[config.mk]
export PLATFORM = sky130hd
export DESIGN_NAME = psk_mod
export DESIGN_NICKNAME = d
export VERILOG_FILES = /design/src/rtl/psk_mod.sv
export SDC_FILE = /design/constraint.sdc
export NUM_CORES = 1
export LEC_CHECK = 0
export BUFFER_PORTS_ARGS = -buffer_cell sky130_fd_sc_hd__buf_2
export CAP_MARGIN = 20
export CORE_ASPECT_RATIO = 0.7
export CORE_UTILIZATION = 57
export CTS_CLUSTER_DIAMETER = 80
export DETAILED_ROUTE_END_ITERATION = 12
export GPL_ROUTABILITY_DRIVEN = 0
export HOLD_SLACK_MARGIN = 0.06
export PLACE_DENSITY = 0.8
export SYNTH_ARGS = -nofsm -noshare
export SYNTH_HDL_FRONTEND = slang
export SYNTH_SLANG_ARGS = --single-unit
[constraint.sdc]
create_clock -name clk_sig -period 3.45 [get_ports clk_sig]
set_clock_uncertainty 0.05 [all_clocks]
set_input_delay 0.345 -clock clk_sig [delete_from_list [all_inputs] [get_ports clk_sig]]
set_output_delay 0.345 -clock clk_sig [all_outputs]
set_load 0.005 [all_outputs]
[src/rtl/psk_mod.sv]
// BPSK/QPSK modulator: valid/ready symbol intake on the sample clock, PN or mute
// fill on underrun, and I/Q mixing against external cos/sin carriers.
module psk_mod #(
  parameter int CWIDTH = 16,
  parameter int SPS    = 1280,
  parameter int CNT_W  = (SPS > 1) ? $clog2(SPS) : 1
) (
  input  logic                     clk_sig,
  input  logic                     rst_n,
  input  logic                     en_sig,
  input  logic                     mode_sig,
  input  logic                     pn_fill_sig,
  input  logic [1:0]               data_sig,
  input  logic                     data_valid_sig,
  output logic                     data_ready_sig,
  input  logic signed [CWIDTH-1:0] carrier_i_sig,
  input  logic signed [CWIDTH-1:0] carrier_q_sig,
  output logic signed [CWIDTH+1:0] duc_sig,
  output logic                     sym_strobe_sig,
  output logic                     underrun_sig
);
  localparam logic [CNT_W-1:0] LAST = CNT_W'(SPS - 1);

  logic [CNT_W-1:0]   cnt;
  logic signed [1:0]  sym_i, sym_q, nxt_i, nxt_q;
  logic [6:0]         lfsr, nxt_lfsr;
  logic               fresh;
  logic               boundary, xfer;

  function automatic logic signed [1:0] map_bit(input logic b);
    return b ? -2'sd1 : 2'sd1;
  endfunction

  // Level times carrier; levels are only -1/0/+1 so no multiplier is needed.
  function automatic logic signed [CWIDTH+1:0] scale(input logic signed [1:0] s,
                                                     input logic signed [CWIDTH-1:0] c);
    logic signed [CWIDTH+1:0] ext;
    ext = {{2{c[CWIDTH-1]}}, c};
    case (s)
      2'sd1:   return ext;
      -2'sd1:  return -ext;
      default: return '0;
    endcase
  endfunction

  assign boundary       = en_sig && (cnt == LAST);
  assign xfer           = boundary && data_valid_sig;
  assign data_ready_sig = boundary;

  always_comb begin
    nxt_i    = '0;
    nxt_q    = '0;
    nxt_lfsr = lfsr;
    if (xfer) begin
      if (mode_sig) begin
        nxt_i = map_bit(data_sig[1]);
        nxt_q = map_bit(data_sig[0]);
      end else begin
        nxt_i = map_bit(data_sig[0]);
      end
    end else if (pn_fill_sig) begin
      nxt_i = map_bit(lfsr[6]);
      if (mode_sig) begin
        // Two PN steps in one cycle: the second output bit is the current lfsr[5].
        nxt_q    = map_bit(lfsr[5]);
        nxt_lfsr = {lfsr[4:0], lfsr[6] ^ lfsr[5], lfsr[5] ^ lfsr[4]};
      end else begin
        nxt_lfsr = {lfsr[5:0], lfsr[6] ^ lfsr[5]};
      end
    end
  end

  always_ff @(posedge clk_sig or negedge rst_n) begin
    if (!rst_n) begin
      cnt            <= '0;
      sym_i          <= '0;
      sym_q          <= '0;
      lfsr           <= 7'h7F;
      fresh          <= 1'b0;
      duc_sig        <= '0;
      sym_strobe_sig <= 1'b0;
      underrun_sig   <= 1'b0;
    end else if (en_sig) begin
      cnt            <= (cnt == LAST) ? '0 : cnt + 1'b1;
      duc_sig        <= scale(sym_i, carrier_i_sig) - scale(sym_q, carrier_q_sig);
      // fresh marks a symbol whose first mixed sample has not been emitted yet.
      sym_strobe_sig <= fresh;
      fresh          <= boundary;
      underrun_sig   <= boundary && !xfer;
      if (boundary) begin
        sym_i <= nxt_i;
        sym_q <= nxt_q;
        lfsr  <= nxt_lfsr;
      end
    end else begin
      duc_sig        <= '0;
      sym_strobe_sig <= 1'b0;
      underrun_sig   <= 1'b0;
    end
  end
endmodule

* Word-level counts from Yosys, hierarchy flattened
Index checks and enable logic that the tools add are counted.
** Word-level totals
- Flip-flop bits (word level) :: 43
** Cells by class
- Add/subtract/negate cells :: 4
- Equality and inequality tests :: 5
- Mux-type cells :: 20
- Bitwise operators :: 3
- Reduce and logical (&&, ||, !) cells :: 6
** Operators by type and width (number)
- $pmux W18 S2 :: 2
- $mux W18 :: 3
- $neg A16 Y18 :: 2
- $mux W2 :: 11
- $sub A18 B18 Y18 :: 1
- $add A11 B1 Y11 const B :: 1
- $eq A11 B11 Y1 const B :: 1
- $mux W11 :: 1
- $mux W7 :: 1
- $eq A2 B1 Y1 const B :: 2
- $eq A2 B2 Y1 const B :: 2
- $reduce_and A4 Y1 :: 1
- $logic_and A1 B1 Y1 :: 3
- $mux W1 :: 2
- $reduce_and A2 Y1 :: 1
- $xor A1 B1 Y1 :: 2
- $logic_not A1 Y1 :: 1
- $not A1 Y1 :: 1

* Depth between registers and ports, before layout
Gate-level depths: netlist (run 1).
- Depth after elaboration :: 6
- Depth in mapped cells :: 14

* Worst setup path before layout (run 1)
No wires, ideal clock.
- Path kind :: input to register
- Start point :: in carrier_i_sig[4]
- End point :: reg duc_sig[16]
- Setup time :: 0.079 ns
- Arrival :: 2.842 ns
- Slack :: 0.478 ns
- Cell stages on the path :: 12
- Buffers on the path :: 0
- Cells stage by stage :: nor4_1 > nand2_1 > o41ai_1 > xnor2_1 > and2_1 > ha_1 > a21o_1 > a21o_1 > a21oi_1 > nor2_1 > a211oi_1 > mux2i_1
** On the way
- Word-level cells in the longest chain between the ends :: 5
** Ends and longest elaborated chain
- start, declared :: RTL line 16 : input logic signed [CWIDTH-1:0] carrier_i_sig,
- $neg A16 Y18 :: RTL line 41 : -2'sd1: return -ext;
- $pmux W18 S2 * :: RTL line 39 : case (s)
- $mux W18 * :: RTL line 83 : end else if (en_sig) begin
- $sub A18 B18 Y18 * :: RTL line 85 : duc_sig <= scale(sym_i, carrier_i_sig) - scale(sym_q, carrier_q_sig);
- $mux W18 * :: RTL line 83
- end signal, assigned :: RTL line 85
- end, declared :: RTL line 18 : output logic signed [CWIDTH+1:0] duc_sig,
Every way passes the cells marked *; elsewhere a longest branch is shown, timed or not. The select of a mux whose other input is x is not followed.
A chain may end at the register's enable or synchronous reset.

* Worst setup path in the final report (run 1)
- Start point :: in carrier_i_sig[8]
- End point :: reg duc_sig[17]
The elaborated chain is that of the path after synthesis.

==> results of run 1 <==
==> critical path: stages <==
cell and delay, ns:
buf_2 0.12, nor4_1 0.38, nand3_1 0.21, o41ai_1 0.49
xnor2_1 0.13, and2_1 0.18, ha_1 0.36, a21oi_1 0.17
o21ai_0 0.16, o21bai_1 0.19, a21oi_1 0.22, a21oi_1 0.11
nor3b_1 0.23
==> layout make-up <==
class,instances,area [µm²],share of cell area (%)
clock inverters,3,43.8,1.11
inverters,13,48.8,1.24
repair buffers,63,323,8.20
flip-flops and latches,43,1080,27.5
well taps,75,93.8,2.38
multi-input cells,331,2280,57.8
clock buffers,5,68.8,1.75
==> metal layers <==
metal	part of all wire [%]	global-route usage (%)
met3	6.6	5.29
met1	51	40.2
met2	42	36.7
met5	0	0
met4	0.55	5.78
==> layout by cell type, fill, tap and decap left out, types with 5 or more instances in the layout <==
cell / synthesis / final
nor3_1: 8 / 8
o21ai_0: 22 / 22
mux2_2: 6 / 6
nor2_1: 23 / 23
nand3_1: 9 / 9
o211ai_1: 6 / 6
nand2_1: 54 / 54
mux2_4: 7 / 7
ha_1: 20 / 20
a21boi_0: 6 / 6
a21oi_1: 19 / 19
xor2_1: 10 / 10
and2_1: 17 / 17
xnor2_1: 34 / 34
inv_1: 13 / 13
dfrtp_1: 36 / 36
mux2i_1: 5 / 5
clkbuf_8: 0 / 5
nand2b_1: 10 / 10
nor2b_1: 8 / 8
dfstp_2: 7 / 7
or3_1: 7 / 7
o31ai_1: 9 / 9
buf_2: 0 / 60
a21o_1: 9 / 9
==> per-stage QoR <==
stage          setup slack (ns)  hold slack (ns)  instance area [µm²]  cells  power [mW]
2_1_floorplan             0.478        -0.000591                 3480    399       0.658
3_3_place_gp              0.212            0.403                 3830    525       0.720
3_5_place_dp             0.0759            0.432                 3830    525       0.731
4_1_cts                   0.358            0.167                 3940    533        1.13
5_1_grt                   0.118            0.218                 3940    533        1.18
6_report                  0.303            0.136                 3940    533        1.12
==> power by group through the flow <==
stage | logic (mW) | clock network (mW) | registers, mW
floorplan | 0.0856 | 0 | 0.572
global placement | 0.143 | 0 | 0.577
detailed placement | 0.150 | 0 | 0.581
CTS | 0.151 | 0.407 | 0.572
global route | 0.170 | 0.430 | 0.576
finish | 0.150 | 0.402 | 0.572
==> worst min-delay path by stage <==
stage | endpoint | start | depth (start not counted)
floorplan | cnt[0] | rst_n | 0
global placement | fresh | fresh | 1
detailed placement | fresh | fresh | 1
CTS | duc_sig[1] | rst_n | 1
global route | duc_sig[1] | rst_n | 1
finish | duc_sig[1] | rst_n | 1
==> state kept, by name (all words and copies together), names as in the netlist <==
name,cells
sym_i,2
underrun_sig,1
lfsr,7
sym_strobe_sig,1
sym_q,2
duc_sig,18
fresh,1
cnt,11
==> cells by family (layout without fill, tap and decap cells) <==
family                   Yosys count  after routing  share of synthesized area, %
adder cells (fa/ha/maj)           21             21                          7.76
multiplexers                      18             18                          6.40
XOR/XNOR                          44             44                          11.1
buffers and inverters             25             84                          3.49
flip-flops                        43             43                          31.2
AO/OA/AOI/OAI                     90             90                          16.8
AND/OR/NAND/NOR                  158            158                          23.4
==> flow_summary.toml, run 1 <==
[outcome]
status = "complete, no violations"

[clock_tree]
holdBufCountCts = 0
cts_max_path_buffers = 2
post_cts_buffers = 0
cts_resized = 0
h-tree-depth = 2
cts_buffers = 5
root_buffer = "clkbuf_8"
cts_sinks = 43
insertion_delay_ns = 0.30
cts_tree = "yes"
cts.clk_slew.worst_paths_ns = 0.09

[final_layout]
finalCoreUtilization_pct = 67.8
diodes = 0
drive_gt1_share_pct = 21.4
area_delta_synth_final_pct = 13.1
fillers = 492
final_nets = 518

[critical_path]
crit_path_start_kind = "primary input"
crit_end = "duc_sig[17]"
crit_arrival_ns = 3.30
r2r_cells = 9
critPathLaunch = "carrier_i_sig[8]"
crit_required_ns = 3.60
r2r-end = "duc_sig[16]"
worst_setup_path_end_kind = "register"
r2r-start = "sym_q[1]"
cp_max_fo = 5
reg2reg_slack_ns = 0.35
crit_type = "in2reg"

[synthesis]
syn_nets = 460
yosys_warnings = 0
synth_common_cells = "54 x nand2_1, 36 x dfrtp_1, 34 x xnor2_1"
synth_top_area_share_pct = 25.9
synth.area.top_cells = "dfrtp_1 26%, xnor2_1 8.6%, ha_1 7.2%"
synthArstFlopShare_pct = 100
synthCells = 399
synth_top_area_cell = "dfrtp_1"
synth_edf_count = 0
syn_area_um2 = 3480
synth_seq_cells = 43
yosys_most_used_dff = "dfrtp_1"
seq_area_frac_synth_pct = 31.2
synth.most_common_cell = "nand2_1"
synthDistinctLibCells = 50
avgSynthCellArea_um2 = 8.73

[drt]
first_pass_iters = 5
postRouteAntennaNets = 0
routed_via_density = 5.71
drcViolationCount = 0
initialDrtViolationCount = 237
drt-total-wl_um = 8000
dr_total_vias = 3046
wl_per_cell_um = 15.0

[global_routing]
antenna_found_initial = 0
grt_pass1_wl_um = 12800
grt_pass1_vias = 2653
grt_overflow = 0
grt_max_degree = 44
grt_usage_pct = 26.0

[power]
ir_drop_mv = 0.160
power.density_nw_per_um2 = 286
combPwrFrac_pct = 13.4
p_sw_share_pct = 27.1
p_sw_uw = 305
seq_power_share_pct = 50.9
p_clk_share_pct = 35.7
total_leakage_power_nw = 1.81
p_int_uw = 819

[timing]
setup_violations = 0
max_freq_ghz = 0.318
rsz0062_at_grt = "no"
finalCritPeriodShare_pct = 91.2
drv_slew = 0
timing.slew.headroom_pct = 36.5
hold_violations = 0
period_minus_slack_ns = 3.15
worst_pin_slew_ns = 0.953
tns_ns = 0

[floorplanning]
initial_utilization_pct = 59.9
fp-row-count = 23
coreArea_um2 = 5810
num_io_pins = 61
die_y_um = 67.4
die-area_um2 = 6430
die-width_um = 95.4

[job]
max_cap_viol_count = 0

[placed_design]
hpwlAfterDp_um = 6170
port_buffers = 60

[min_path]
hp-class = "in2async"
No activity file was read; power rests on OpenSTA's default activity.
==> run 2: changes to the inputs <==
Settings changed: CORE_UTILIZATION 57 to 52, CTS_CLUSTER_SIZE from default to 8, PLACE_DENSITY 0.8 to 0.77.
Clock period 3.45 ns to 2.82 ns, I/O delays scaled along.
==> run 2 against run 1 <==
Utilization grew 4.2 points. Sequential share of layout area shrank 3.7 points. Die area rose by 9.4%. Combinational power up 44%. Sequential power increased by 22%. Total power increased by 25%. Critical path depth down 3. Clock power up 23%. Worst hold slack gained 0.035 ns.
==> flow_summary.toml, run 2 (synthesized netlist as in run 1, its figures left out) <==
[final_layout]
largest_reg_flops = 18
final_area_um2 = 4560
fin_cells = 610
final_common_cell = "buf_4"
top_regs = "duc_sig (18), cnt (11), lfsr (7)"
multi_input_area_um2 = 2400
diodes = 0
area_delta_synth_final_pct = 30.9
fillers = 465
most-common-layout-cells = "62 x buf_4, 60 x buf_2, 52 x nand2_1"
largest_register = "duc_sig"
drive_gt1_share_pct = 34.5
finalCoreUtilization_pct = 72.0
final_nets = 579
seq_area_um2 = 1090

[clock_tree]
cts_max_path_buffers = 2
cts_buffers = 5
cts.clk_slew.worst_paths_ns = 0.09
cts_tree = "yes"
h-tree-depth = 2
cts_sinks = 43
insertion_delay_ns = 0.30
root_buffer = "clkbuf_8"

[drt]
postRouteAntennaNets = 0
drcViolationCount = 0
wl_per_cell_um = 14.6
first_pass_iters = 5
routed_via_density = 5.40
dr_total_vias = 3293
drt-total-wl_um = 8920
initialDrtViolationCount = 157

[global_routing]
grt_overflow = 0
grt_max_degree = 44
grt_pass1_wl_um = 14500
antenna_found_initial = 0
grt_pass1_vias = 3111
grt_usage_pct = 26.3

[power]
p_sw_uw = 383
combPwrFrac_pct = 15.3
p_sw_share_pct = 27.2
power_mw = 1.41
p_clk_share_pct = 35.2
total_leakage_power_nw = 2.13
seq_power_share_pct = 49.5
ir_drop_mv = 0.274
p_int_mw = 1.02
power.density_nw_per_um2 = 309

[placed_design]
port_buffers = 60
postPlaceCellArea_um2 = 4290
place_ws_ns = -0.409
dp_cells = 599
hpwlAfterDp_um = 6880

[timing]
worst_slack_ns = 0.106
drv_slew = 0
hold_violations = 0
worst_pin_slew_ns = 0.565
max_freq_ghz = 0.368
period_minus_slack_ns = 2.71
finalCritPeriodShare_pct = 96.2
setup_violations = 0
rsz0062_at_grt = "yes"
timing.slew.headroom_pct = 62.3

[floorplanning]
die_y_um = 70.5
coreArea_um2 = 6340
fp-row-count = 24
die-width_um = 99.8
initial_utilization_pct = 55.0
die-area_um2 = 7030
num_io_pins = 61

[critical_path]
crit_required_ns = 3.00
crit_type = "reg2reg"
worst_setup_path_end_kind = "register"
r2r_cells = 10
critPathLaunch = "sym_i[1]"
cp_max_fo = 7
crit_path_start_kind = "register"
crit_arrival_ns = 2.89
r2r-start = "sym_i[1]"

[min_path]
min-delay-start = "data_valid_sig"
hold_depth = 2
hp-class = "in2reg"

[outcome]
status = "complete, no violations"

[job]
max_cap_viol_count = 0
==> run 2: cell count changes in the layout (fill, tap and decap cells not counted), sizes merged <==
cell         before  now
dlygate4sd3       0    1
buf              63  123
==> run 2: power by group through the flow <==
stage,Clock (mW),Sequential (mW),Combinational [mW]
after CTS,0.503,0.696,0.204
final,0.495,0.696,0.216
after global routing,0.525,0.701,0.238
after floorplan,0,0.700,0.105
after global placement,0,0.705,0.195
after detailed placement,0,0.708,0.202
==> run 2: path summary, 6_finish.rpt <==
kind | slack [ns] | endpoint
max | 0.11 | duc_sig[16]
min | 0.17 | underrun_sig
max reg2reg | 0.11 | duc_sig[16]
min reg2reg | 0.43 | cnt[4]
max in group asynchronous | 1.93 | lfsr[2]
min in group asynchronous | 0.28 | duc_sig[16]
==> run 2: metrics by stage <==
stage,setup TNS [ns],hold slack (ns)
3_5_place_dp,-1.76,0.418
5_1_grt,-0.258,0.176
2_1_floorplan,0,-0.0636
3_3_place_gp,-1.12,0.405
4_1_cts,0,0.124
6_report,0,0.171
==> run 2: layer usage <==
metal	vias up	global-route usage, %	share of wire (%)
met5	-	0	0
met4	0	5.23	0.81
met1	1555	37.6	48
li1	1635	-	-
met3	6	4.00	5.8
met2	97	42.2	46
==> run 2: what timing repair did <==
item,4_1_cts,5_1_grt
endpoints found under the hold margin,0,36
setup buffers,0,1
pin swaps,0,9
endpoints found under the setup margin,1,9
hold buffers,0,1
resized for setup,3,23
cloned,0,0
==> run 2: area by class of cell <==
type,count,area share (%)
clock inverter,3,0.960
clock buffer,5,1.51
tap,91,2.50
inverter,13,1.07
sequential,43,23.8
timing repair buffer,124,17.5
multi-input combinational,331,52.7
==> run 2: critical path: stages, from the launching register on <==
cell and delay, ns:
dfrtp_2 0.43, buf_4 0.17, a21boi_0 0.30, xnor2_1 0.16
nor2b_1 0.08, ha_1 0.35, a21oi_1 0.21, o21ai_1 0.14
or2_2 0.34, a211oi_2 0.22, mux2i_1 0.21
